===== config.mk =====
export PLATFORM = sky130hd
export DESIGN_NAME = apb3_requester
export DESIGN_NICKNAME = d
export VERILOG_FILES = /design/src/rtl/apb3_requester.sv
export SDC_FILE = /design/constraint.sdc
export NUM_CORES = 1
export LEC_CHECK = 0
export ABC_AREA = 1
export CORE_ASPECT_RATIO = 1.25
export CORE_UTILIZATION = 50
export CTS_CLUSTER_DIAMETER = 60
export DETAILED_ROUTE_END_ITERATION = 6
export DONT_BUFFER_PORTS = 1
export MAX_ROUTING_LAYER = met4
export PLACE_DENSITY = 0.65
export SYNTH_ARGS = -nofsm -noshare
export SYNTH_HDL_FRONTEND = slang
export SYNTH_SLANG_ARGS = --single-unit

===== constraint.sdc =====
create_clock -name PCLK -period 1.35 [get_ports PCLK]
set_input_delay 0.27 -clock PCLK [delete_from_list [all_inputs] [get_ports PCLK]]
set_output_delay 0.27 -clock PCLK [all_outputs]
set_load 0.01 [all_outputs]

===== src/rtl/apb3_requester.sv =====
// APB3 requester: turns single valid/ready commands into one APB3 SETUP/ACCESS
// transfer each, with a programmable PREADY wait-state timeout.
module apb3_requester #(
  parameter int unsigned ADDR_WIDTH = 32,
  parameter int unsigned DATA_WIDTH = 32,
  parameter int unsigned TIMEOUT    = 16
) (
  input  logic                  PCLK,
  input  logic                  PRESETn,
  input  logic                  cmd_valid,
  output logic                  cmd_ready,
  input  logic                  cmd_write,
  input  logic [ADDR_WIDTH-1:0] cmd_addr,
  input  logic [DATA_WIDTH-1:0] cmd_wdata,
  output logic                  rsp_valid,
  input  logic                  rsp_ready,
  output logic [DATA_WIDTH-1:0] rsp_rdata,
  output logic                  rsp_err,
  output logic [ADDR_WIDTH-1:0] PADDR,
  output logic                  PSEL,
  output logic                  PENABLE,
  output logic                  PWRITE,
  output logic [DATA_WIDTH-1:0] PWDATA,
  input  logic [DATA_WIDTH-1:0] PRDATA,
  input  logic                  PREADY,
  input  logic                  PSLVERR
);

  localparam int unsigned CNT_WIDTH = (TIMEOUT > 0) ? $clog2(TIMEOUT + 1) : 1;
  localparam logic [CNT_WIDTH-1:0] CNT_LAST = CNT_WIDTH'((TIMEOUT > 0) ? TIMEOUT - 1 : 0);
  localparam bit TO_EN = (TIMEOUT != 0);

  typedef enum logic [1:0] {IDLE, SETUP, ACCESS, RESP} state_e;

  state_e                state_q, state_d;
  logic                  cmd_ready_q, cmd_ready_d;
  logic                  psel_q, psel_d;
  logic                  penable_q, penable_d;
  logic                  pwrite_q, pwrite_d;
  logic [ADDR_WIDTH-1:0] paddr_q, paddr_d;
  logic [DATA_WIDTH-1:0] pwdata_q, pwdata_d;
  logic                  rsp_valid_q, rsp_valid_d;
  logic [DATA_WIDTH-1:0] rsp_rdata_q, rsp_rdata_d;
  logic                  rsp_err_q, rsp_err_d;
  logic [CNT_WIDTH-1:0]  cnt_q, cnt_d;
  logic                  abort;

  // Last permitted wait cycle with PREADY still low; PREADY on this edge wins.
  assign abort = TO_EN && !PREADY && (cnt_q == CNT_LAST);

  // State and output registers.
  always_ff @(posedge PCLK) begin
    if (!PRESETn) begin
      state_q     <= IDLE;
      cmd_ready_q <= 1'b0;
      psel_q      <= 1'b0;
      penable_q   <= 1'b0;
      pwrite_q    <= 1'b0;
      paddr_q     <= '0;
      pwdata_q    <= '0;
      rsp_valid_q <= 1'b0;
      rsp_rdata_q <= '0;
      rsp_err_q   <= 1'b0;
      cnt_q       <= '0;
    end else begin
      state_q     <= state_d;
      cmd_ready_q <= cmd_ready_d;
      psel_q      <= psel_d;
      penable_q   <= penable_d;
      pwrite_q    <= pwrite_d;
      paddr_q     <= paddr_d;
      pwdata_q    <= pwdata_d;
      rsp_valid_q <= rsp_valid_d;
      rsp_rdata_q <= rsp_rdata_d;
      rsp_err_q   <= rsp_err_d;
      cnt_q       <= cnt_d;
    end
  end

  // Next-state logic.
  always_comb begin
    state_d = state_q;
    case (state_q)
      IDLE:    if (cmd_valid && cmd_ready_q) state_d = SETUP;
      SETUP:   state_d = ACCESS;
      ACCESS:  if (PREADY || abort) state_d = RESP;
      RESP:    if (rsp_ready) state_d = IDLE;
      default: state_d = IDLE;
    endcase
  end

  // Next values of the registered outputs and the wait counter.
  always_comb begin
    cmd_ready_d = cmd_ready_q;
    psel_d      = psel_q;
    penable_d   = penable_q;
    pwrite_d    = pwrite_q;
    paddr_d     = paddr_q;
    pwdata_d    = pwdata_q;
    rsp_valid_d = rsp_valid_q;
    rsp_rdata_d = rsp_rdata_q;
    rsp_err_d   = rsp_err_q;
    cnt_d       = cnt_q;
    case (state_q)
      IDLE: begin
        penable_d = 1'b0;
        if (cmd_valid && cmd_ready_q) begin
          cmd_ready_d = 1'b0;
          psel_d      = 1'b1;
          pwrite_d    = cmd_write;
          paddr_d     = cmd_addr;
          pwdata_d    = cmd_wdata;
        end else begin
          cmd_ready_d = 1'b1;
        end
      end
      SETUP: begin
        penable_d = 1'b1;
        cnt_d     = '0;
      end
      ACCESS: begin
        if (PREADY) begin
          psel_d      = 1'b0;
          penable_d   = 1'b0;
          rsp_valid_d = 1'b1;
          rsp_err_d   = PSLVERR;
          rsp_rdata_d = (!pwrite_q && !PSLVERR) ? PRDATA : '0;
        end else if (abort) begin
          psel_d      = 1'b0;
          penable_d   = 1'b0;
          rsp_valid_d = 1'b1;
          rsp_err_d   = 1'b1;
          rsp_rdata_d = '0;
        end else begin
          cnt_d = cnt_q + CNT_WIDTH'(1);
        end
      end
      RESP: begin
        if (rsp_ready) begin
          rsp_valid_d = 1'b0;
          cmd_ready_d = 1'b1;
        end
      end
      default: ;
    endcase
  end

  assign cmd_ready = cmd_ready_q;
  assign PSEL      = psel_q;
  assign PENABLE   = penable_q;
  assign PWRITE    = pwrite_q;
  assign PADDR     = paddr_q;
  assign PWDATA    = pwdata_q;
  assign rsp_valid = rsp_valid_q;
  assign rsp_rdata = rsp_rdata_q;
  assign rsp_err   = rsp_err_q;

endmodule


==> impl_metrics.toml <==
[synthesis]
synth_top_family_by_area = "simple AND/OR/NAND/NOR gates"
ys_types = 23
synth-xor-area-share = 0
synth_compound_area_frac = 0.146
synth_mux_area_frac = 0
synth_area_per_cell_um2 = 7.94
postSynthCellCount = 517
synth_fa_ha_area_frac = 0.0244
yosys.area_share.simple = 0.232
ys_ff_latch = 109
seq_area_frac_synth = 0.531
yosys_warnings = 0
syn_area_um2 = 4110
syn_nets = 628

[min_path]
min_from = "PRESETn"
whs_path_depth = 2
min_to = "PADDR[5]"
hold_path_class = "in -> reg"

[timing]
min_period_over_period = 1.12
slew_headroom = 0.780
finalMaxSlewViolations = 0
hold_viol = 0
tns_ps = -11050
finalSetupViolCount = 107
worst_slew_pin_slew_ps = 329
fin_hold_ws_ps = 7.00
rsz0062_at_grt = "yes"
setup_ws_ps = -159
min_period_ps = 1510
finClkSkew_ps = 7.27
max_freq_mhz = 663

[worst_setup_path]
r2r-start = "state_q[1]"
cp_top_family = "buffers and inverters"
path_buf_inv = 5
cp.required_ps = 1660
crit_top_cell = "buf_6"
crit_start = "state_q[1]"
max_stage_delay_ps = 380
endpoint_kind = "register"
cp_slowest_cell = "dfxtp_4"
cp_cell_sequence = "inv_4 > ha_4 > inv_2 > nor2_4 > buf_6 > buf_6 > clkbuf_16 > o21ai_0 > nor2_1"
worstPathArrival_ps = 1820
rrSetupSlack_ps = -160
path_max_fanout = 16
reg2reg_depth = 9
criticalPathCategory = "reg -> reg"
cp-start-kind = "register"
reg2reg_to = "PWDATA[29]"

[floorplanning]
die_area_um2 = 8580
core_area_um2 = 7880
die_y_um = 103
rows = 36
initial_core_util = 0.521
die-width_um = 83.1
boundaryPins = 205

[pwr]
ir_drop_mv = 1.38
power_density_nw_per_um2 = 1910
p_leak_nw = 2.13
p_total_w = 0.0103

[route]
viasPerCell = 5.41
wire_per_inst_um = 17.2
vias = 3469
drc_errors = 0
ant_nets = 0
drt_wl_total_mm = 11.0
drtPass1Iterations = 4
drt_iter0_drc = 175

[cells_and_area]
stdcell_area_um2 = 5390
fin_util = 0.683
drive_gt1_frac = 0.310
areaGrowthSynthToFinish_pct = 31.1
final_common_cell = "nor2_1"
n_antenna_cell = 0
mostFrequentLayoutCells = "133 x nor2_1, 105 x dfxtp_1, 58 x nand2_1, 37 x o21ai_2, 28 x a21oi_1"
fin_nets = 652
fillers = 627

[global_routing]
antenna_found_initial = 0
grt_pass1_vias = 3077
grt_overflow_total = 0
grt_start_max_net_pins = 72
track_usage = 0.219
grt_pass1_wl_mm = 14.5

[outcome]
violations = "setup timing"
status = "finished, violations left"

[clocking]
cts_made_buffers = 9
clock_latency_ps = 360
cts_tree = "yes"
path_clk_slew_ps = 100
cts_sinks = 109
cts-root-buf = "clkbuf_8"
cts_buffer_depth = 2
cts_hold_buf = 1
htreeDepth = 3

[placement]
gp_congestion = 0.878
dp_hpwl_mm = 6.06
portBuffers = 0
placed_cell_area_um2 = 4320

[flow_run]
cap_violations = 0
## cell usage after synthesis (all sizes together)
cell    instances  share of area
nand2          86          0.085
or2             1         0.0015
nand3           6         0.0073
inv            18          0.016
nor2          143           0.13
a21oi          42          0.060
nor3            1         0.0040
buf            21          0.039
nand4           1         0.0015
dfxtp         109           0.53
ha              8          0.024
o21ai          70          0.085
clkbuf         11          0.011
## stage by stage
step           setup WS, ps  instances
2_1_floorplan         -66.6        517
3_3_place_gp           -105        602
3_5_place_dp           -129        602
4_1_cts                -137        627
5_1_grt                -244        641
6_report               -159        641
## cell type report
type | instances | area [um^2] | share of cell area
tap | 95 | 119 | 0.0221
timing repair buffer | 45 | 734 | 0.136
clock inverter | 3 | 67.6 | 0.0125
multi-input combinational | 358 | 2030 | 0.376
clock buffer | 13 | 159 | 0.0295
sequential | 109 | 2190 | 0.407
inverter | 18 | 90.1 | 0.0167
## cell families (layout without fill, tap and decap cells)
group / Yosys count / count (layout)
adders and majority gates: 8 / 8
and+or+nand+nor: 238 / 238
DFF: 109 / 109
buffers and inverters: 50 / 79
AOI/OAI and AO/OA: 112 / 112
## timing repair
action                                 CTS  global route
resized for setup                       39           128
pin swaps                                4            48
setup endpoints to repair              107           102
endpoints found under the hold margin    1            27
cloned                                   4            12
buffers inserted                         4             4
## routing by layer
layer,up-vias,track usage,share of wire
li1,1692,-,-
met4,0,0.0928,0.021
met5,-,-,0
met3,16,0.0635,0.063
met1,1616,0.248,0.40
met2,145,0.366,0.52
## sequential cells by signal (all words and copies together) (netlist names), 2 cells and up
| register | cells |
|---|---|
| state_q | 2 |
| PWDATA | 32 |
| cnt_q | 5 |
| rsp_rdata | 32 |
| PADDR | 32 |
## power breakdown
part / internal [W] / switching [W]
Clock: 0.00115 / 0.00105
Combinational: 0.00173 / 0.00179
Sequential: 0.00382 / 0.000753
## worst reg2reg max path, delay by kind of cell, from the launching register on
| kind | cells | cell delay, ps |
|---|---|---|
| buffers and inverters | 5 | 550 |
| AND/OR/NAND/NOR | 2 | 320 |
| flip-flops | 1 | 380 |
| AO/OA/AOI/OAI | 1 | 80 |
| adder cells (fa/ha/maj) | 1 | 140 |
## worst max-delay path by stage
| stage | slack (ps) | end | depth (start not counted) |
|---|---|---|---|
| 2_1_floorplan | -70 | rsp_rdata[10] | 10 |
| 3_3_place_gp | -100 | cnt_q[3] | 11 |
| 3_5_place_dp | -130 | cnt_q[3] | 11 |
| 4_1_cts | -140 | rsp_rdata[14] | 10 |
| 5_1_grt | -240 | state_q[1] | 11 |
| 6_report | -160 | PWDATA[29] | 9 |
(Power assumes the default switching activity.)
==> variant (config.mk and constraints unchanged) <==
Register the output `rsp_err` once more, cleared by the reset; this adds one clock of latency there. The other outputs are not delayed to match.
--- a/src/rtl/apb3_requester.sv
+++ b/src/rtl/apb3_requester.sv
@@ -153,7 +153,13 @@
   assign PWDATA    = pwdata_q;
   assign rsp_valid = rsp_valid_q;
   assign rsp_rdata = rsp_rdata_q;
-  assign rsp_err   = rsp_err_q;
+  always_ff @(posedge PCLK) begin
+    if (!PRESETn) begin
+      rsp_err <= '0;
+    end else begin
+      rsp_err <= rsp_err_q;
+    end
+  end
 
 endmodule
 
Behaviour: not the same (a bounded check fails within 10 cycles, from zero or initial values and one cycle with PRESETn low).
==> variant against the unedited design <==
The flow still finishes with violations (setup timing). Wire length down 5.8%. Final area down 3.5%. Worst setup slack better by 31 ps. Area after synthesis up 0.15%. Clock power down 11%. Sequential cell count up 1. Combinational power down 15%. Synthesized cell count up 0.77%. Power down 7.5%. Critical path type unchanged. Critical endpoint is now rsp_rdata[3].
==> variant: results (changes against the unedited design) <==
[run_status]
status = finished with violations  ; unchanged
violations = setup timing  ; unchanged

[final_layout]
drive_gt1_share_pct = 28.0  ; was 31.0%
n_fill_cell = 631  ; was 627
seq_area_mm2 = 0.00221  ; was 0.00219 mm^2
final_nets = 654  ; was 652

[pwr]
p_leak_nw = 2.09  ; was 2.13 nW
max-vdd-ir-drop_mv = 1.12  ; was 1.38 mV

[grt]
busiest_layer = met2  ; unchanged
met2_usage_pct = 36.1  ; was 36.6%
grt_usage_pct = 21.8  ; was 21.9%
grt_pass1_vias = 3152  ; was 3077
grt_pass1_wl_um = 14300  ; was 14500 um
use_met1_pct = 23.3  ; was 24.8%
grt_use_met3_pct = 5.95  ; was 6.35%

[logic_synthesis]
synth_fa_ha_area_share_pct = 2.43  ; was 2.44%
synthTopCellsByCount = 142 x nor2_1, 110 x dfxtp_1, 77 x nand2_1, 63 x o21ai_0, 32 x a21oi_1  ; was 142 x nor2_1, 109 x dfxtp_1, 76 x nand2_1, 63 x o21ai_0, 32 x a21oi_1
netlist_top_cells_area = dfxtp_1 54%, nor2_1 13%, o21ai_0 7.7%, nand2_1 7.0%, a21oi_1 3.9%  ; was dfxtp_1 53%, nor2_1 13%, o21ai_0 7.7%, nand2_1 6.9%, a21oi_1 3.9%
muxShareOfSynthArea_pct = 0  ; unchanged
synth-compound-area-share_pct = 14.5  ; was 14.6%
syn-num-nets = 632  ; was 628
avgSynthCellArea_um2 = 7.89  ; was 7.94 um^2
synth.distinct_cells = 21  ; was 23
ys_seq_area_share_pct = 53.5  ; was 53.1%

[timing]
fin_setup_tns_ps = -4830  ; was -11050 ps
skew_ps = 8.85  ; was 7.27 ps
tightest_slew_ps = 391  ; was 329 ps
finalWorstSetupSlack_ps = -128  ; was -159 ps
setup_viol = 68  ; was 107

[clock_network]
cts_resized = 38  ; was 39
cts_buffers = 9  ; unchanged
clk_latency_ps = 380  ; was 360 ps

[route]
met2_wirelength_um = 5280  ; was 5730 um
vias_per_cell = 5.32  ; was 5.41
post_drt_wl_per_cell_um = 16.2  ; was 17.2 um
route.met3.wl_um = 738  ; was 698 um
drtIter0Drc = 130  ; was 175
wl_met1_um = 4020  ; was 4380 um
vias = 3416  ; was 3469

[critical_path]
cpPeakStageDelay_ps = 340  ; was 380 ps
arrival_ps = 1790  ; was 1820 ps
cp_slowest_cell = dfxtp_2  ; was dfxtp_4
path_max_fanout = 8  ; was 16
critPathTopFamily = simple AND/OR/NAND/NOR gates  ; was buffers and inverters

[placement]
dp_hpwl_um = 6090  ; was 6060 um
gp_congestion = 0.757  ; was 0.878
placedCellCount = 607  ; was 602
dpl-instance-area_mm2 = 0.00435  ; was 0.00432 mm^2
dpl_worst_slack_ps = -210  ; was -129 ps

## variant: layout make-up
type | count | area share, %
flip-flops and latches | 110 | 42.5
multi-input cells | 359 | 37.9
repair buffers | 44 | 12.1
clock buffers | 11 | 2.72
well taps | 95 | 2.29
inverters | 19 | 1.66
clock inverters | 4 | 0.915
## variant: power breakdown
part | total, W | internal (W) | switching [W] | leakage (nW)
registers | 0.00456 | 0.00385 | 0.000710 | 0.896
logic | 0.00299 | 0.00141 | 0.00158 | 1.10
clock network | 0.00196 | 0.000894 | 0.00107 | 0.0952
## variant: worst paths after layout
check             slack, ps         start  depth (start not counted)            to
setup reg to reg       -130      cnt_q[0]                         10  rsp_rdata[3]
hold / removal            9  cmd_wdata[1]                          2     PWDATA[1]
setup / recovery       -130      cnt_q[0]                         10  rsp_rdata[3]
hold reg to reg         470     rsp_err_q                          2       rsp_err
